## src/rtl/ibex_mult_pext_seq.sv

```systemverilog
// ibex_mult_pext_seq
// Multi-cycle SIMD multiply/MAC sequencer for the P-extension datapath.
// One op is accepted per handshake. Its partial products are spread over
// NumMul 17x17 signed multiplier slots per cycle and summed into a 66-bit
// accumulator. A single FIN cycle then combines, accumulates, rounds and
// saturates the sum, and the result is held until the consumer takes it.
//
// Ports:
//   clk_i, rst_i        clock, asynchronous active-high reset
//   valid_i / ready_o   op request / op accepted (ready_o only in IDLE)
//   kill_i              abort the op in flight (MUL, FIN or DONE)
//   mode_i              multiplier mode (M8x8, M16x16, M32x16, M32x32)
//   add_mode_i, sub_i   combine/accumulate enables and their subtract selects
//   signed_a_i/_b_i     operand element signedness
//   swap_i, bsel_i      M16x16 cross pairing, M32x16 b half select
//   high_i, round_i     M32x32 upper word, round-half-up on the dropped MSB
//   sat_i               32-bit signed saturation of the final result
//   op_a_i, op_b_i      multiplicands
//   op_c_i              accumulator operand (rd)
//   valid_o / ready_i   result valid / consumer accepts the result
//   result_o, ov_o      registered result and saturation flag
//   busy_o              sequencer not idle

package ibex_pkg_pext;
  typedef enum logic [1:0] {
    MULT_M8X8   = 2'd0,
    MULT_M16X16 = 2'd1,
    MULT_M32X16 = 2'd2,
    MULT_M32X32 = 2'd3
  } mult_pext_mode_e;
endpackage

module ibex_mult_pext_seq
  import ibex_pkg_pext::*;
#(
  parameter int unsigned NumMul = 2,
  parameter bit          SatEn  = 1'b1
) (
  input  logic            clk_i,
  input  logic            rst_i,
  input  logic            valid_i,
  output logic            ready_o,
  input  logic            kill_i,
  input  mult_pext_mode_e mode_i,
  input  logic [1:0]      add_mode_i,
  input  logic [1:0]      sub_i,
  input  logic            signed_a_i,
  input  logic            signed_b_i,
  input  logic            swap_i,
  input  logic            bsel_i,
  input  logic            high_i,
  input  logic            round_i,
  input  logic            sat_i,
  input  logic [31:0]     op_a_i,
  input  logic [31:0]     op_b_i,
  input  logic [31:0]     op_c_i,
  output logic            valid_o,
  input  logic            ready_i,
  output logic [31:0]     result_o,
  output logic            ov_o,
  output logic            busy_o
);

  typedef enum logic [1:0] {
    IDLE = 2'd0,
    MUL  = 2'd1,
    FIN  = 2'd2,
    DONE = 2'd3
  } state_e;

  localparam logic [3:0]         NUM_MUL = 4'(NumMul);
  localparam logic signed [65:0] SAT_MAX = {34'd0, 32'h7FFF_FFFF};
  localparam logic signed [65:0] SAT_MIN = {{34{1'b1}}, 32'h8000_0000};

  // Extend an 8-bit element to a 17-bit multiplier input.
  function automatic logic [16:0] ext8(input logic [7:0] v, input logic s);
    return {{9{s & v[7]}}, v};
  endfunction

  // Extend a 16-bit half to a 17-bit multiplier input.
  function automatic logic [16:0] ext16(input logic [15:0] v, input logic s);
    return {s & v[15], v};
  endfunction

  // One partial product, already shifted into its accumulator position.
  // For M16x16 the combine/subtract choice is folded in here, so the
  // accumulator directly holds p0, p1+p0 or p1-p0.
  function automatic logic signed [65:0] slot_term(
    input logic [1:0]      k,
    input mult_pext_mode_e mode,
    input logic [31:0]     a,
    input logic [31:0]     b,
    input logic            sa,
    input logic            sb,
    input logic            swap,
    input logic            bsel,
    input logic            comb,
    input logic            neg
  );
    logic [16:0]        x;
    logic [16:0]        y;
    logic [5:0]         sh;
    logic signed [33:0] p;
    logic signed [65:0] t;
    x  = 17'd0;
    y  = 17'd0;
    sh = 6'd0;
    case (mode)
      MULT_M8X8: begin
        x = ext8(a[{k, 3'b000} +: 8], sa);
        y = ext8(b[{k, 3'b000} +: 8], sb);
      end
      MULT_M16X16: begin
        x = k[0] ? ext16(a[31:16], sa) : ext16(a[15:0], sa);
        y = (k[0] ^ swap) ? ext16(b[31:16], sb) : ext16(b[15:0], sb);
      end
      MULT_M32X16: begin
        x  = k[0] ? ext16(a[31:16], sa) : ext16(a[15:0], 1'b0);
        y  = bsel ? ext16(b[31:16], sb) : ext16(b[15:0], sb);
        sh = k[0] ? 6'd16 : 6'd0;
      end
      MULT_M32X32: begin
        // slot order lo*lo, hi*lo, lo*hi, hi*hi -> shift (k0 + k1) * 16
        x  = k[0] ? ext16(a[31:16], sa) : ext16(a[15:0], 1'b0);
        y  = k[1] ? ext16(b[31:16], sb) : ext16(b[15:0], 1'b0);
        sh = {k[1] & k[0], k[1] ^ k[0], 4'd0};
      end
      default: begin
        x = 17'd0;
      end
    endcase
    p = $signed(x) * $signed(y);
    t = {{32{p[33]}}, p};
    t = t <<< sh;
    if (mode == MULT_M16X16) begin
      if (!k[0] && comb && neg) begin
        t = -t;
      end else if (k[0] && !comb) begin
        t = 66'sd0;
      end else begin
        t = t;
      end
    end else begin
      t = t;
    end
    return t;
  endfunction

  state_e             state_r, state_d;
  mult_pext_mode_e    mode_r;
  logic [1:0]         add_mode_r, sub_r;
  logic               signed_a_r, signed_b_r, swap_r, bsel_r, high_r, round_r, sat_r;
  logic [31:0]        a_r, b_r, c_r;
  logic [2:0]         cnt_r;
  logic signed [65:0] acc_r;

  logic               accept_s, last_step_s;
  logic [2:0]         slots_s, slot_s;
  logic [3:0]         cnt_sum_s;
  logic signed [65:0] step_sum_s, fin_r_s, fin_acc_s, c_ext_s;
  logic [31:0]        fin_res_s;
  logic               fin_ov_s;

  assign accept_s    = (state_r == IDLE) && valid_i && !kill_i;
  assign slots_s     = ((mode_r == MULT_M8X8) || (mode_r == MULT_M32X32)) ? 3'd4 : 3'd2;
  assign cnt_sum_s   = {1'b0, cnt_r} + NUM_MUL;
  assign last_step_s = cnt_sum_s >= {1'b0, slots_s};

  assign ready_o = (state_r == IDLE);
  assign busy_o  = (state_r != IDLE);
  assign valid_o = (state_r == DONE);

  // Partial products issued this cycle; slots past the mode's count are skipped.
  always_comb begin
    step_sum_s = 66'sd0;
    slot_s     = 3'd0;
    for (int j = 0; j < NumMul; j++) begin
      slot_s = cnt_r + 3'(j);
      if (slot_s < slots_s) begin
        step_sum_s = step_sum_s + slot_term(slot_s[1:0], mode_r, a_r, b_r, signed_a_r,
                                            signed_b_r, swap_r, bsel_r, add_mode_r[0],
                                            sub_r[0]);
      end else begin
        step_sum_s = step_sum_s;
      end
    end
  end

  // Final combine, accumulate, round and saturate from the summed products.
  always_comb begin
    fin_r_s   = acc_r;
    fin_acc_s = 66'sd0;
    fin_res_s = 32'd0;
    fin_ov_s  = 1'b0;
    c_ext_s   = $signed({{34{c_r[31]}}, c_r});
    case (mode_r)
      MULT_M32X16: begin
        fin_r_s = (acc_r >>> 16) + $signed({65'd0, round_r & acc_r[15]});
      end
      MULT_M32X32: begin
        if (high_r) begin
          fin_r_s = (acc_r >>> 32) + $signed({65'd0, round_r & acc_r[31]});
        end else begin
          fin_r_s = $signed({{34{acc_r[31]}}, acc_r[31:0]});
        end
      end
      default: begin
        fin_r_s = acc_r;
      end
    endcase
    if (add_mode_r[1]) begin
      fin_acc_s = sub_r[1] ? (c_ext_s - fin_r_s) : (c_ext_s + fin_r_s);
    end else begin
      fin_acc_s = fin_r_s;
    end
    if (SatEn && sat_r) begin
      if (fin_acc_s > SAT_MAX) begin
        fin_res_s = 32'h7FFF_FFFF;
        fin_ov_s  = 1'b1;
      end else if (fin_acc_s < SAT_MIN) begin
        fin_res_s = 32'h8000_0000;
        fin_ov_s  = 1'b1;
      end else begin
        fin_res_s = fin_acc_s[31:0];
      end
    end else begin
      fin_res_s = fin_acc_s[31:0];
    end
  end

  // State register.
  always_ff @(posedge clk_i or posedge rst_i) begin
    if (rst_i) begin
      state_r <= IDLE;
    end else begin
      state_r <= state_d;
    end
  end

  // Next-state logic; kill_i aborts any non-idle state.
  always_comb begin
    state_d = state_r;
    case (state_r)
      IDLE: begin
        if (accept_s) state_d = MUL;
        else          state_d = IDLE;
      end
      MUL: begin
        if (kill_i)           state_d = IDLE;
        else if (last_step_s) state_d = FIN;
        else                  state_d = MUL;
      end
      FIN: begin
        if (kill_i) state_d = IDLE;
        else        state_d = DONE;
      end
      DONE: begin
        if (kill_i || ready_i) state_d = IDLE;
        else                   state_d = DONE;
      end
      default: begin
        state_d = IDLE;
      end
    endcase
  end

  // Operand capture, product accumulation and result registers.
  always_ff @(posedge clk_i or posedge rst_i) begin
    if (rst_i) begin
      mode_r     <= MULT_M8X8;
      add_mode_r <= 2'd0;
      sub_r      <= 2'd0;
      signed_a_r <= 1'b0;
      signed_b_r <= 1'b0;
      swap_r     <= 1'b0;
      bsel_r     <= 1'b0;
      high_r     <= 1'b0;
      round_r    <= 1'b0;
      sat_r      <= 1'b0;
      a_r        <= 32'd0;
      b_r        <= 32'd0;
      c_r        <= 32'd0;
      cnt_r      <= 3'd0;
      acc_r      <= 66'sd0;
      result_o   <= 32'd0;
      ov_o       <= 1'b0;
    end else begin
      if (accept_s) begin
        mode_r     <= mode_i;
        add_mode_r <= add_mode_i;
        sub_r      <= sub_i;
        signed_a_r <= signed_a_i;
        signed_b_r <= signed_b_i;
        swap_r     <= swap_i;
        bsel_r     <= bsel_i;
        high_r     <= high_i;
        round_r    <= round_i;
        sat_r      <= sat_i;
        a_r        <= op_a_i;
        b_r        <= op_b_i;
        c_r        <= op_c_i;
        cnt_r      <= 3'd0;
        acc_r      <= 66'sd0;
      end else if ((state_r == MUL) && !kill_i) begin
        cnt_r <= cnt_sum_s[2:0];
        acc_r <= acc_r + step_sum_s;
      end
      if ((state_r == FIN) && !kill_i) begin
        result_o <= fin_res_s;
        ov_o     <= fin_ov_s;
      end
    end
  end

endmodule

```

## config.mk

```make
export PLATFORM = sky130hd
export DESIGN_NAME = ibex_mult_pext_seq
export DESIGN_NICKNAME = d
export VERILOG_FILES = /design/src/rtl/ibex_mult_pext_seq.sv
export SDC_FILE = /design/constraint.sdc
export NUM_CORES = 2
export LEC_CHECK = 0
export ABC_AREA = 1
export BUFFER_PORTS_ARGS = -buffer_cell sky130_fd_sc_hd__buf_4
export CAP_MARGIN = 0
export CORE_ASPECT_RATIO = 1.5
export CORE_MARGIN = 4
export CORE_UTILIZATION = 50
export CTS_CLUSTER_DIAMETER = 50
export CTS_CLUSTER_SIZE = 30
export DETAILED_ROUTE_END_ITERATION = 10
export GPL_TIMING_DRIVEN = 0
export PLACE_DENSITY = 0.7
export SLEW_MARGIN = 20
export SYNTH_ARGS = -nofsm -noshare
export SYNTH_HDL_FRONTEND = slang
export SYNTH_SLANG_ARGS = --single-unit
```

## constraint.sdc

```tcl
create_clock -name clk_i -period 29.3 [get_ports clk_i]
set_input_delay 2.93 -clock clk_i [delete_from_list [all_inputs] [get_ports clk_i]]
set_output_delay 2.93 -clock clk_i [all_outputs]
set_load 0.02 [all_outputs]
```

==> flow_summary.ini <==
[clock_network]
clock_latency_ps = 690
cts_tree = done
postCtsSetupBuffers = 0
cts_resized = 0
ctsHtreeMaxLevel = 1
cts_hold_buffers = 0
clock_sinks = 212
path_clk_slew_ps = 70
cts_root_buf = clkbuf_16
cts_buffers = 30
cts.path.max_buffers = 3

[worst_setup_path]
critPathKind = reg2reg
slowest_delay_ps = 1030
cpMostUsedCell = inv_1
critPathMaxFanout = 10
end_kind = register
arrival_ps = 18120
slowest_stage = a2111oi_1
start_kind = register
required_ps = 29800

[placed_design]
portBuffers = 149
dp_hpwl_um = 212000
placed_cells = 10000
place_ws_ps = 12420
place.gp.congestion = 1.15

[sta]
min_period_ps = 17620
setup-tns-final_ps = 0
tightest_slew_ps = 1260
slew_violations = 0
skew_ps = 91.6
fmax_ghz = 0.0567
hold_viol = 0
rsz0062_at_grt = false
max_slew_margin_pct = 15.2
fin_ws_ps = 11680
final-setup-viol-count = 0
period_share_pct = 60.1

[grt]
grt.total_usage_pct = 43.4
grt_pass1_wl_um = 370000
grt_pass1_vias = 59800
antenna_found_initial = 10
grt_max_degree = 81
grt_overflow = 0

[yosys]
synthesis.nets = 9525
yosys_warnings = 0
avgSynthCellArea_um2 = 6.43
ys_ff_latch = 212
netlist_area_um2 = 54300
synth_edf_count = 0
synth_cell_types = 64
yosys-top-cells-area = fa_1 22%, nand2_1 13%, inv_1 10%, dfrtp_1 9.8%, ha_1 8.7%
ys_seq_area_share_pct = 9.78
synthFlopType = dfrtp_1
synth.most_common_cell = nand2_1
synth_top_cell_by_area = fa_1
synth_top_cell_area_share_pct = 22.1
synth_common_cells = 1,938 x nand2_1, 1,517 x inv_1, 1,101 x nor2_1
synthArstFlopShare_pct = 100
syn_inst = 8434

[floorplan]
dieArea_um2 = 114000
rows = 147
ios = 150
initial_core_util_pct = 50.5
die_w_um = 277
dieHeight_um = 412
core_area_um2 = 107000

[detailed_routing]
drt_iter0_drc = 5430
ant_nets = 0
vias_per_cell = 5.92
drt-total-wl_um = 252000
detail_route.wl_per_cell_um = 25.0
first_pass_iters = 6
vias = 59600
drcViolationCount = 0

[final_layout]
final_util_pct = 54.5
area_delta_synth_final_pct = 7.84
drive_gt1_share_pct = 5.25
stdcell_count = 10100
final_net_count = 9721

[run_status]
outcome = finished, final reports clean

[job]
max_cap_viol_count = 0

[worst_hold_path]
worstHoldPathType = reg2reg
## registers in the layout, summed over array words and instances, names as in the netlist
register / flops
a_r: 32
acc_r: 66
add_mode_r: 2
b_r: 32
bsel_r: 1
c_r: 32
cnt_r: 2
high_r: 1
mode_r: 2
ov_o: 1
result_o: 32
round_r: 1
sat_r: 1
signed_a_r: 1
signed_b_r: 1
state_r: 2
sub_r: 2
swap_r: 1
## layout by cell type, fill, tap and decap left out, types with 18 or more instances in the layout
master / count
inv_1: 1516
buf_1: 18
buf_4: 162
nor4_1: 18
nand2_1: 1938
nand4_1: 87
a31oi_1: 55
xor2_1: 102
nand3_1: 401
o21ai_1: 19
o211ai_1: 21
xnor2_1: 57
or2_2: 56
nor2_2: 29
a21oi_2: 36
o21a_1: 24
clkbuf_1: 164
ha_1: 379
a21o_1: 26
o21bai_1: 22
clkbuf_16: 30
clkinv_1: 29
nor3_1: 74
nor2_1: 1098
fa_1: 598
o21ai_0: 597
o22ai_1: 36
nand3b_1: 18
dfrtp_1: 211
a21oi_1: 587
## critical path, delay by kind of cell, from the launching register on
family                     cells  cell delay [ps]
AOI/OAI and AO/OA             15             5780
xor gates and xnor gates       1              250
adders and majority gates     10             5520
buffers and inverters         11             2990
DFF                            1              420
and+or+nand+nor               13             2440
## kinds of logic (layout without fill, tap and decap cells)
| family | after synthesis | in the layout | synth area share (%) |
|---|---|---|---|
| simple gates | 3780 | 3780 | 28.7 |
| buf+inv | 1767 | 1987 | 12.4 |
| compound gates | 1533 | 1533 | 15.6 |
| fa+ha+maj | 977 | 977 | 30.8 |
| flops | 212 | 212 | 9.78 |
| xor+xnor | 159 | 159 | 2.57 |
| mux | 6 | 6 | 0.111 |
| other cells | 0 | 6 | 0 |
## worst paths after layout
| check | from | endpoint | slack, ps | cells after the start |
|---|---|---|---|---|
| max | mode_r[0] | acc_r[65] | 11680 | 50 |
| min | c_r[12] | c_r[12] | 490 | 2 |
| max reg2reg | mode_r[0] | acc_r[65] | 11680 | 50 |
| min reg2reg | c_r[12] | c_r[12] | 490 | 2 |
| max in group asynchronous | rst_i | a_r[10] | 25820 | 4 |
| min in group asynchronous | rst_i | result_o[8] | 2240 | 2 |
## cell type report
| type | instances | area (µm²) |
|---|---|---|
| Antenna cell | 6 | 15.0 |
| Multi-Input combinational cell | 6455 | 42400 |
| Timing Repair Buffer | 164 | 1290 |
| Buffer | 214 | 906 |
| Inverter | 1553 | 5840 |
| Fill cell | 11200 | 48900 |
| Sequential cell | 212 | 5310 |
| Tap cell | 1415 | 1770 |
| Clock inverter | 23 | 243 |
| Clock buffer | 33 | 782 |
## metal layers
metal / track usage (%) / up-vias / routed length [µm] / part of all wire, %
met2: 73.1 / 3213 / 118000 / 47
met5: 0 / - / 61 / 0.024
met4: 44.7 / 10 / 33900 / 13
met1: 43.6 / 28100 / 81400 / 32
li1: - / 27100 / - / -
met3: 8.55 / 1251 / 19500 / 7.7
## per-stage QoR
step / cell area, µm² / hold WS (ps)
global route: 58500 / 515
CTS: 58500 / 496
detailed placement: 57400 / 480
floorplan: 54300 / 449
finish: 58500 / 494
global placement: 57200 / 466
Power is left out: the tool's default activity adds up to more than one toggle a clock period on the data nets, which glitch-free logic cannot reach.
